`src/rtl/top_level_pkg.sv`:
```
// Shared definitions for the 8-bit accumulator processor: widths, opcodes, states.
package top_level_pkg;

  localparam int PKG_DATA_W  = 8;
  localparam int PKG_ADDR_W  = 8;
  localparam int PKG_INSTR_W = 16;

  typedef enum logic [3:0] {
    OP_NOP  = 4'h0,
    OP_LDI  = 4'h1,
    OP_LDA  = 4'h2,
    OP_STA  = 4'h3,
    OP_ADD  = 4'h4,
    OP_SUB  = 4'h5,
    OP_AND  = 4'h6,
    OP_OR   = 4'h7,
    OP_XOR  = 4'h8,
    OP_JMP  = 4'h9,
    OP_JZ   = 4'hA,
    OP_JC   = 4'hB,
    OP_ADDI = 4'hC,
    OP_NOT  = 4'hD,
    OP_SHL  = 4'hE,
    OP_HLT  = 4'hF
  } opcode_t;

  typedef enum logic [1:0] {
    ST_FETCH = 2'd0,
    ST_EXEC  = 2'd1,
    ST_HALT  = 2'd2
  } state_t;

endpackage

```
`src/rtl/top_level_alu.sv`:
```
// Combinational ALU: computes the new accumulator value, carry/borrow and zero flag.
import top_level_pkg::*;

module top_level_alu #(
  parameter int DATA_W = PKG_DATA_W
) (
  input  logic [DATA_W-1:0] a,
  input  logic [DATA_W-1:0] operand,
  input  opcode_t           op,
  input  logic              c_in,
  output logic [DATA_W-1:0] result,
  output logic              c_out,
  output logic              zero
);

  // Opcode-selected operation; ops that do not touch A pass it through with C held.
  always_comb begin
    result = a;
    c_out  = c_in;
    case (op)
      OP_LDI, OP_LDA: result = operand;
      OP_ADD, OP_ADDI: {c_out, result} = {1'b0, a} + {1'b0, operand};
      // Bit DATA_W of the widened difference is the borrow.
      OP_SUB:         {c_out, result} = {1'b0, a} - {1'b0, operand};
      OP_AND:         result = a & operand;
      OP_OR:          result = a | operand;
      OP_XOR:         result = a ^ operand;
      OP_NOT:         result = ~a;
      OP_SHL:         {c_out, result} = {a, 1'b0};
      default:        result = a;
    endcase
    zero = (result == '0);
  end

endmodule

```
`src/rtl/top_level.sv`:
```
// Two-cycle-per-instruction accumulator processor: FETCH loads IR, EXEC runs it.
import top_level_pkg::*;

module top_level #(
  parameter int DATA_W  = PKG_DATA_W,
  parameter int ADDR_W  = PKG_ADDR_W,
  parameter int INSTR_W = PKG_INSTR_W
) (
  input  logic               clk,
  input  logic               clr,
  input  logic [INSTR_W-1:0] din,
  output logic [DATA_W-1:0]  dout,
  output logic [ADDR_W-1:0]  adrs,
  output logic               rw
);

  state_t              state, state_nxt;
  logic [ADDR_W-1:0]   pc;
  logic [INSTR_W-1:0]  ir;
  logic [DATA_W-1:0]   a;
  logic                z, c;

  opcode_t             op;
  logic [ADDR_W-1:0]   k;
  logic [DATA_W-1:0]   m, operand, alu_res;
  logic                alu_c, alu_z;
  logic                wr_a, wr_c, jump;
  logic [3:0]          ir_unused;

  assign op        = opcode_t'(ir[15:12]);
  assign k         = ir[ADDR_W-1:0];
  assign m         = din[DATA_W-1:0];
  assign ir_unused = ir[11:8];
  assign dout      = a;

  // State register; clr returns to FETCH immediately so rw drops back to read.
  always_ff @(posedge clk or posedge clr) begin
    if (clr) state <= ST_FETCH;
    else     state <= state_nxt;
  end

  // Next state and bus outputs: address is k only while executing, write only for STA.
  always_comb begin
    state_nxt = state;
    adrs      = pc;
    rw        = 1'b1;
    case (state)
      ST_FETCH: state_nxt = ST_EXEC;
      ST_EXEC: begin
        adrs      = k;
        rw        = (op != OP_STA);
        state_nxt = (op == OP_HLT) ? ST_HALT : ST_FETCH;
      end
      ST_HALT:  state_nxt = ST_HALT;
      default:  state_nxt = ST_FETCH;
    endcase
  end

  // Instruction decode: operand source, which registers update, branch decision.
  always_comb begin
    operand = (op == OP_LDI || op == OP_ADDI) ? k : m;
    wr_a    = 1'b0;
    wr_c    = 1'b0;
    jump    = 1'b0;
    case (op)
      OP_LDI, OP_LDA, OP_AND, OP_OR, OP_XOR, OP_NOT: wr_a = 1'b1;
      OP_ADD, OP_SUB, OP_ADDI, OP_SHL: begin
        wr_a = 1'b1;
        wr_c = 1'b1;
      end
      OP_JMP:  jump = 1'b1;
      OP_JZ:   jump = z;
      OP_JC:   jump = c;
      default: ;
    endcase
  end

  top_level_alu #(.DATA_W(DATA_W)) u_alu (
    .a       (a),
    .operand (operand),
    .op      (op),
    .c_in    (c),
    .result  (alu_res),
    .c_out   (alu_c),
    .zero    (alu_z)
  );

  // Architectural registers: IR/PC advance in FETCH, A/flags/PC update in EXEC.
  always_ff @(posedge clk or posedge clr) begin
    if (clr) begin
      pc <= '0;
      ir <= '0;
      a  <= '0;
      z  <= 1'b0;
      c  <= 1'b0;
    end else begin
      case (state)
        ST_FETCH: begin
          ir <= din;
          pc <= pc + {{(ADDR_W-1){1'b0}}, 1'b1};
        end
        ST_EXEC: begin
          if (wr_a) begin
            a <= alu_res;
            z <= alu_z;
          end
          if (wr_c) c  <= alu_c;
          if (jump) pc <= k;
        end
        default: ;
      endcase
    end
  end

endmodule

```
`config.mk`:
```
export PLATFORM = sky130hd
export DESIGN_NAME = top_level
export DESIGN_NICKNAME = d
export VERILOG_FILES = /design/src/rtl/top_level_pkg.sv /design/src/rtl/top_level_alu.sv /design/src/rtl/top_level.sv
export SDC_FILE = /design/constraint.sdc
export NUM_CORES = 1
export LEC_CHECK = 0
export CELL_PAD_IN_SITES_DETAIL_PLACEMENT = 1
export CELL_PAD_IN_SITES_GLOBAL_PLACEMENT = 1
export CORE_MARGIN = 10
export CORE_UTILIZATION = 44
export CTS_CLUSTER_SIZE = 12
export DETAILED_ROUTE_END_ITERATION = 8
export PLACE_DENSITY_LB_ADDON = 0.1
export SETUP_SLACK_MARGIN = 0.3
export SLEW_MARGIN = 20
export SYNTH_ARGS = -nofsm -noshare
export SYNTH_HDL_FRONTEND = slang
export SYNTH_HIERARCHICAL = 1
export SYNTH_SLANG_ARGS = --single-unit
```
`constraint.sdc`:
```
create_clock -name clk -period 4 [get_ports clk]
set_input_delay 1 -clock clk [delete_from_list [all_inputs] [get_ports clk]]
set_output_delay 1 -clock clk [all_outputs]
set_load 0.02 [all_outputs]
```
### Word-level counts from Yosys, hierarchy flattened

Cells that the tools add are included.

* output and inout port bits: 17
* bits in writable memories: 0
* memories: 0
* word-level logic and storage cells: 55
* bits in latches: 0
* memory bits (read-only): 0
* flip-flop bits (word level): 36

* equality and inequality tests: 18
* reduce and logical (&&, ||, !) cells: 12
* multiply operators: 0
* divide/modulo/power cells: 0
* multiplexer cells: 12
* shifts and indexed selects: 0
* bitwise logic cells: 4
* $add $sub $neg: 3
* $lt $le $gt $ge: 0

Operator list (number)
* case mux 8 bit (8 select lines): 1
* equality test 4 bit, second input constant: 8
* 2-to-1 mux 8 bit: 3
* equality test 4 x 3 -> 1 bit, second input constant: 4
* case mux 8 bit (2 select lines): 1
* OR reduction 10 bit: 1
* adder 8 x 8 -> 9 bit: 1
* subtractor 8 x 8 -> 9 bit: 1
* adder 8 x 1 -> 8 bit, second input constant: 1
* bitwise AND 8 bit: 1
* zero test 8 bit: 1
* inverter 8 bit: 1
* bitwise OR 8 bit: 1
* XOR 8 bit: 1
* case mux 1 bit (3 select lines): 2
* case mux 2 bit (3 select lines): 1
* equality test 4 x 1 -> 1 bit, second input constant: 1
* equality test 4 x 2 -> 1 bit, second input constant: 1
* != test 4 x 2 -> 1 bit, second input constant: 1
* AND reduction 2 bit: 2
* OR reduction 2 bit: 2
* OR reduction 4 bit: 1
* 2-to-1 mux 1 bit: 3
* AND reduction 3 bit: 1
* other kinds (8): 8

### Longest topological paths before layout

* depth after elaboration: 6
* gate-level depth with buffers: 15
* mapped depth without buffers: 14

### Modules after synthesis

Netlist, hierarchy kept.

Modules (own cells, without submodules)
* top_level_alu: instances 1, area an instance 1790.5 um^2, cells an instance 266
* top_level: instances 1, area an instance 1686.6 um^2, cells an instance 157

### Worst setup path after synthesis

Ideal clock, no wire load.

* path type: reg2reg
* from: register ir[15]
* to: register z
* required time: 3935 ps
* path slack: 342 ps
* stages on the path, launching flop included: 14
* arrival: 3593 ps
* library setup time: 65 ps
* path through: dfrtp_1 > clkbuf_1 > nand3b_1 > a21oi_2 > mux2_2 > ha_1 > fa_1 > a21oi_1 > o21bai_1 > a221o_1 > a221o_1 > nor4_1 > nor4b_2 > mux2_2

* cells in the longest elaborated chain, start to end: 6

Ends and longest elaborated chain
* from (decl): line top_level.sv:19 `logic [INSTR_W-1:0] ir;`
* from (signal assigned): line top_level.sv:99 `ir <= din;`
* equality test 4 x 1 -> 1 bit / equality test 4 bit (equally long branches): line top_level.sv:61 `operand = (op == OP_LDI || op == OP_ADDI) ? k : m;`
* logical OR 1 bit (*): line top_level.sv:61
* 2-to-1 mux 8 bit (*): line top_level.sv:61
* net operand[0]: line top_level.sv:25 `logic [DATA_W-1:0] m, operand, alu_res;`
* subtractor 8 x 8 -> 9 bit / adder 8 x 8 -> 9 bit (equally long branches): line top_level_alu.sv:24, top_level_alu.sv:22
* case mux 8 bit (8 select lines) (*): line top_level_alu.sv:20 `case (op)`
* net alu_res[4]: line top_level.sv:25
* zero test 8 bit (*): line top_level_alu.sv:32 `zero = (result == '0);`
* net alu_z: line top_level.sv:26 `logic alu_c, alu_z;`
* to (signal assigned): line top_level.sv:105 `z <= alu_z;`
* to (decl): line top_level.sv:21 `logic z, c;`

The timed path passes the listed nets; every way through them passes the cells marked *.
A chain may end at the register's enable or synchronous reset.

### Final worst setup path

* from: input port din[0]
* to: register z

* cells in the longest elaborated chain, start to end: 4

Ends and longest elaborated chain
* from (decl): line top_level.sv:11 `input logic [INSTR_W-1:0] din,`
* 2-to-1 mux 8 bit (*): line top_level.sv:61
* net operand[0]: line top_level.sv:25
* subtractor 8 x 8 -> 9 bit / adder 8 x 8 -> 9 bit (equally long branches): line top_level_alu.sv:24, top_level_alu.sv:22
* case mux 8 bit (8 select lines) (*): line top_level_alu.sv:20
* net alu_res[6]: line top_level.sv:25
* zero test 8 bit (*): line top_level_alu.sv:32
* net alu_z: line top_level.sv:26

Marks and branches as above.

==> flow_summary.ini <==
[clock_network]
cts_max_level = 2
cts_tree = built
clock_latency_ns = 0.29
clock_path_buffers = 2
cts.clk_slew.worst_paths_ns = 0.07
cts_inserted_buffers = 5
root_buffer = clkbuf_8
clkSinkCount = 32

[yosys]
synth-edff-count = 0
syn_nets = 468
synthArstFlopShare_pct = 100
avgSynthCellArea_um2 = 8.22
ys_seq_elements = 32
syn_inst = 423
synth_top_area_share_pct = 23.0
synthFlopType = dfrtp_1
yosysSeqAreaShare_pct = 23.0
synth.distinct_cells = 71
syn_area_um2 = 3480
yosysTopAreaCell = dfrtp_1
ys_warn_count = 6
synthTopCellsByArea = dfrtp_1 23%, mux2_2 10%, ha_1 9.0%

[drt]
drc_errors = 0
routed_wl_um = 12300
drtIter0Drc = 304
firstDrtPassIters = 5
wl_per_cell_um = 21.2
vias_per_cell = 6.19
vias = 3599
ant_nets = 0

[sta]
worstMarginPinSlew_ns = 0.785
clock_skew_ns = 0.00648
slew_viol_final = 0
hold_viol = 0
finalCriticalPeriod_ns = 3.63
setup_violations = 0
max_clock_freq_ghz = 0.276
rsz0062_at_grt = no
slew_headroom_pct = 47.6
fin_crit_sh_pct = 90.7
fin_tns_setup_ns = 0

[hold_path]
hp-class = flip-flop to flip-flop

[global_route]
use_met1_pct = 28.7
grt_pass1_vias = 3574
use_met3_pct = 2.83
grt_pass1_wl_um = 19200
grt_busiest_layer = met2
use_met2_pct = 31.4
grt_start_max_net_pins = 33
grt_overflow = 0
antenna_found_initial = 0
grtUsageTotal_pct = 20.2

[finish]
diodes = 0
area_delta_synth_final_pct = 25.8
drive_above_1_share_pct = 24.4
fin_nets = 523

[die]
initial_core_util_pct = 45.2
die_y_um = 109
dieWidth_um = 109
rows = 32
fp.dieArea_um2 = 11900
ios = 35
core_area_um2 = 7690

[worst_setup_path]
end_kind = flip-flop
slowest_stage = fa_2
arrival_ns = 3.86
path_cells = dlygate4sd2_1 > mux2_4 > ha_2 > fa_2 > a21oi_2 > o21ai_0 > nand2_1 > o41a_1 > a21oi_1 > o32a_1 > nor4b_2 > mux2_4
crit_required_ns = 4.23
cp_common_cell = mux2_4
crit_type = input port to flip-flop
slowest_delay_ns = 0.41
cp_max_fo = 3
cp-start-kind = input port

[placed_design]
place_hpwl_um = 9000
io_buffers = 30
place_congestion = 0.922

[outcome]
outcome = finished clean

[job]
maxCapViolCount = 0
## synth_stat cells (all sizes together) (11+ instances only)
library cell	count
ha	25
nand2	51
o21ai	22
a21oi	25
dfrtp	32
mux2	33
inv	29
buf	18
nor2	26
nor3	11
## state kept, by name, indices dropped and copies added (netlist names)
signal,count
c,1
pc,8
z,1
ir,12
dout,8
state,2
## critical path: cells and delay by family
family                     cells  cell delay [ns]
buffers and inverters          1             0.25
AOI/OAI and AO/OA              5             1.06
muxes                          2             0.49
and+or+nand+nor                2             0.43
adders and majority gates      2             0.62
## cell usage in the layout, fill, tap and decap left out, types with 4 or more instances in the layout
cell,synthesis,routed
nor2b_1,7,7
o22ai_1,7,7
ha_1,25,20
buf_4,2,40
mux2i_1,9,9
nand2b_1,9,9
clkdlybuf4s50_1,0,28
nand3_1,9,9
clkbuf_8,0,7
o21ai_0,21,21
mux2_2,32,29
a2bb2oi_1,5,5
o211ai_1,5,5
nor2_1,26,26
mux2_4,1,4
or3_1,5,5
inv_1,28,24
a31oi_1,8,7
a21oi_1,24,22
ha_4,0,4
nand2_1,50,50
dfrtp_1,32,32
nand3b_1,6,6
inv_2,1,5
nor3_1,11,11
a32oi_1,7,6
## cells by family after synthesis
group                    share of synthesized area, %
AND/OR/NAND/NOR                                  20.0
multiplexers                                     13.4
adder cells (fa/ha/maj)                          10.5
flip-flops                                       23.0
XOR/XNOR                                         1.26
buffers and inverters                            7.63
AO/OA/AOI/OAI                                    24.2
## final cells by class
class / instances / area, um2
Clock buffer: 7 / 96.3
Clock inverter: 1 / 30.0
Fill cell: 940 / 3310
Inverter: 31 / 116
Multi-Input combinational cell: 335 / 2570
Sequential cell: 32 / 801
Tap cell: 102 / 128
Timing Repair Buffer: 73 / 632
## through the flow
stage | hold slack [ns] | setup slack (ns) | utilization [%] | area [um2] | cells
2_1_floorplan | 0.478 | 0.342 | - | 3480 | 423
4_1_cts | 0.524 | 0.289 | 55.3 | 4250 | 575
6_report | 0.518 | 0.373 | 56.9 | 4380 | 581
5_1_grt | 0.542 | 0.297 | 56.9 | 4380 | 581
3_3_place_gp | 0.497 | -0.207 | 52.1 | 4000 | 563
3_5_place_dp | 0.502 | -0.261 | 52.1 | 4000 | 563
## routing by layer
layer  share of wire, %  up-vias
met5                  0        -
met4                1.8        0
met3                5.3       19
met2                 47      109
met1                 46     1819
li1                   -     1652
## path summary, 6_finish.rpt
kind / from / end / slack [ns] / cells past startpoint
max: din[0] / z / 0.37 / 12
min: z / z / 0.52 / 1
max reg2reg: ir[14] / z / 0.39 / 14
min reg2reg: z / z / 0.52 / 1
max in group asynchronous: clr / dout[2] / 2.58 / 3
min in group asynchronous: clr / ir[12] / 1.11 / 3
## timing repair
action | 4_1_cts | 5_1_grt
endpoints found under the setup margin | 4 | 4
gates resized for setup | 21 | 16
hold buffers | 0 | 0
buffers inserted | 4 | 6
pin swaps | 14 | 10
Power is not shown: default switching activity piles up to over one toggle a cycle in this logic, so the estimate is an artifact.
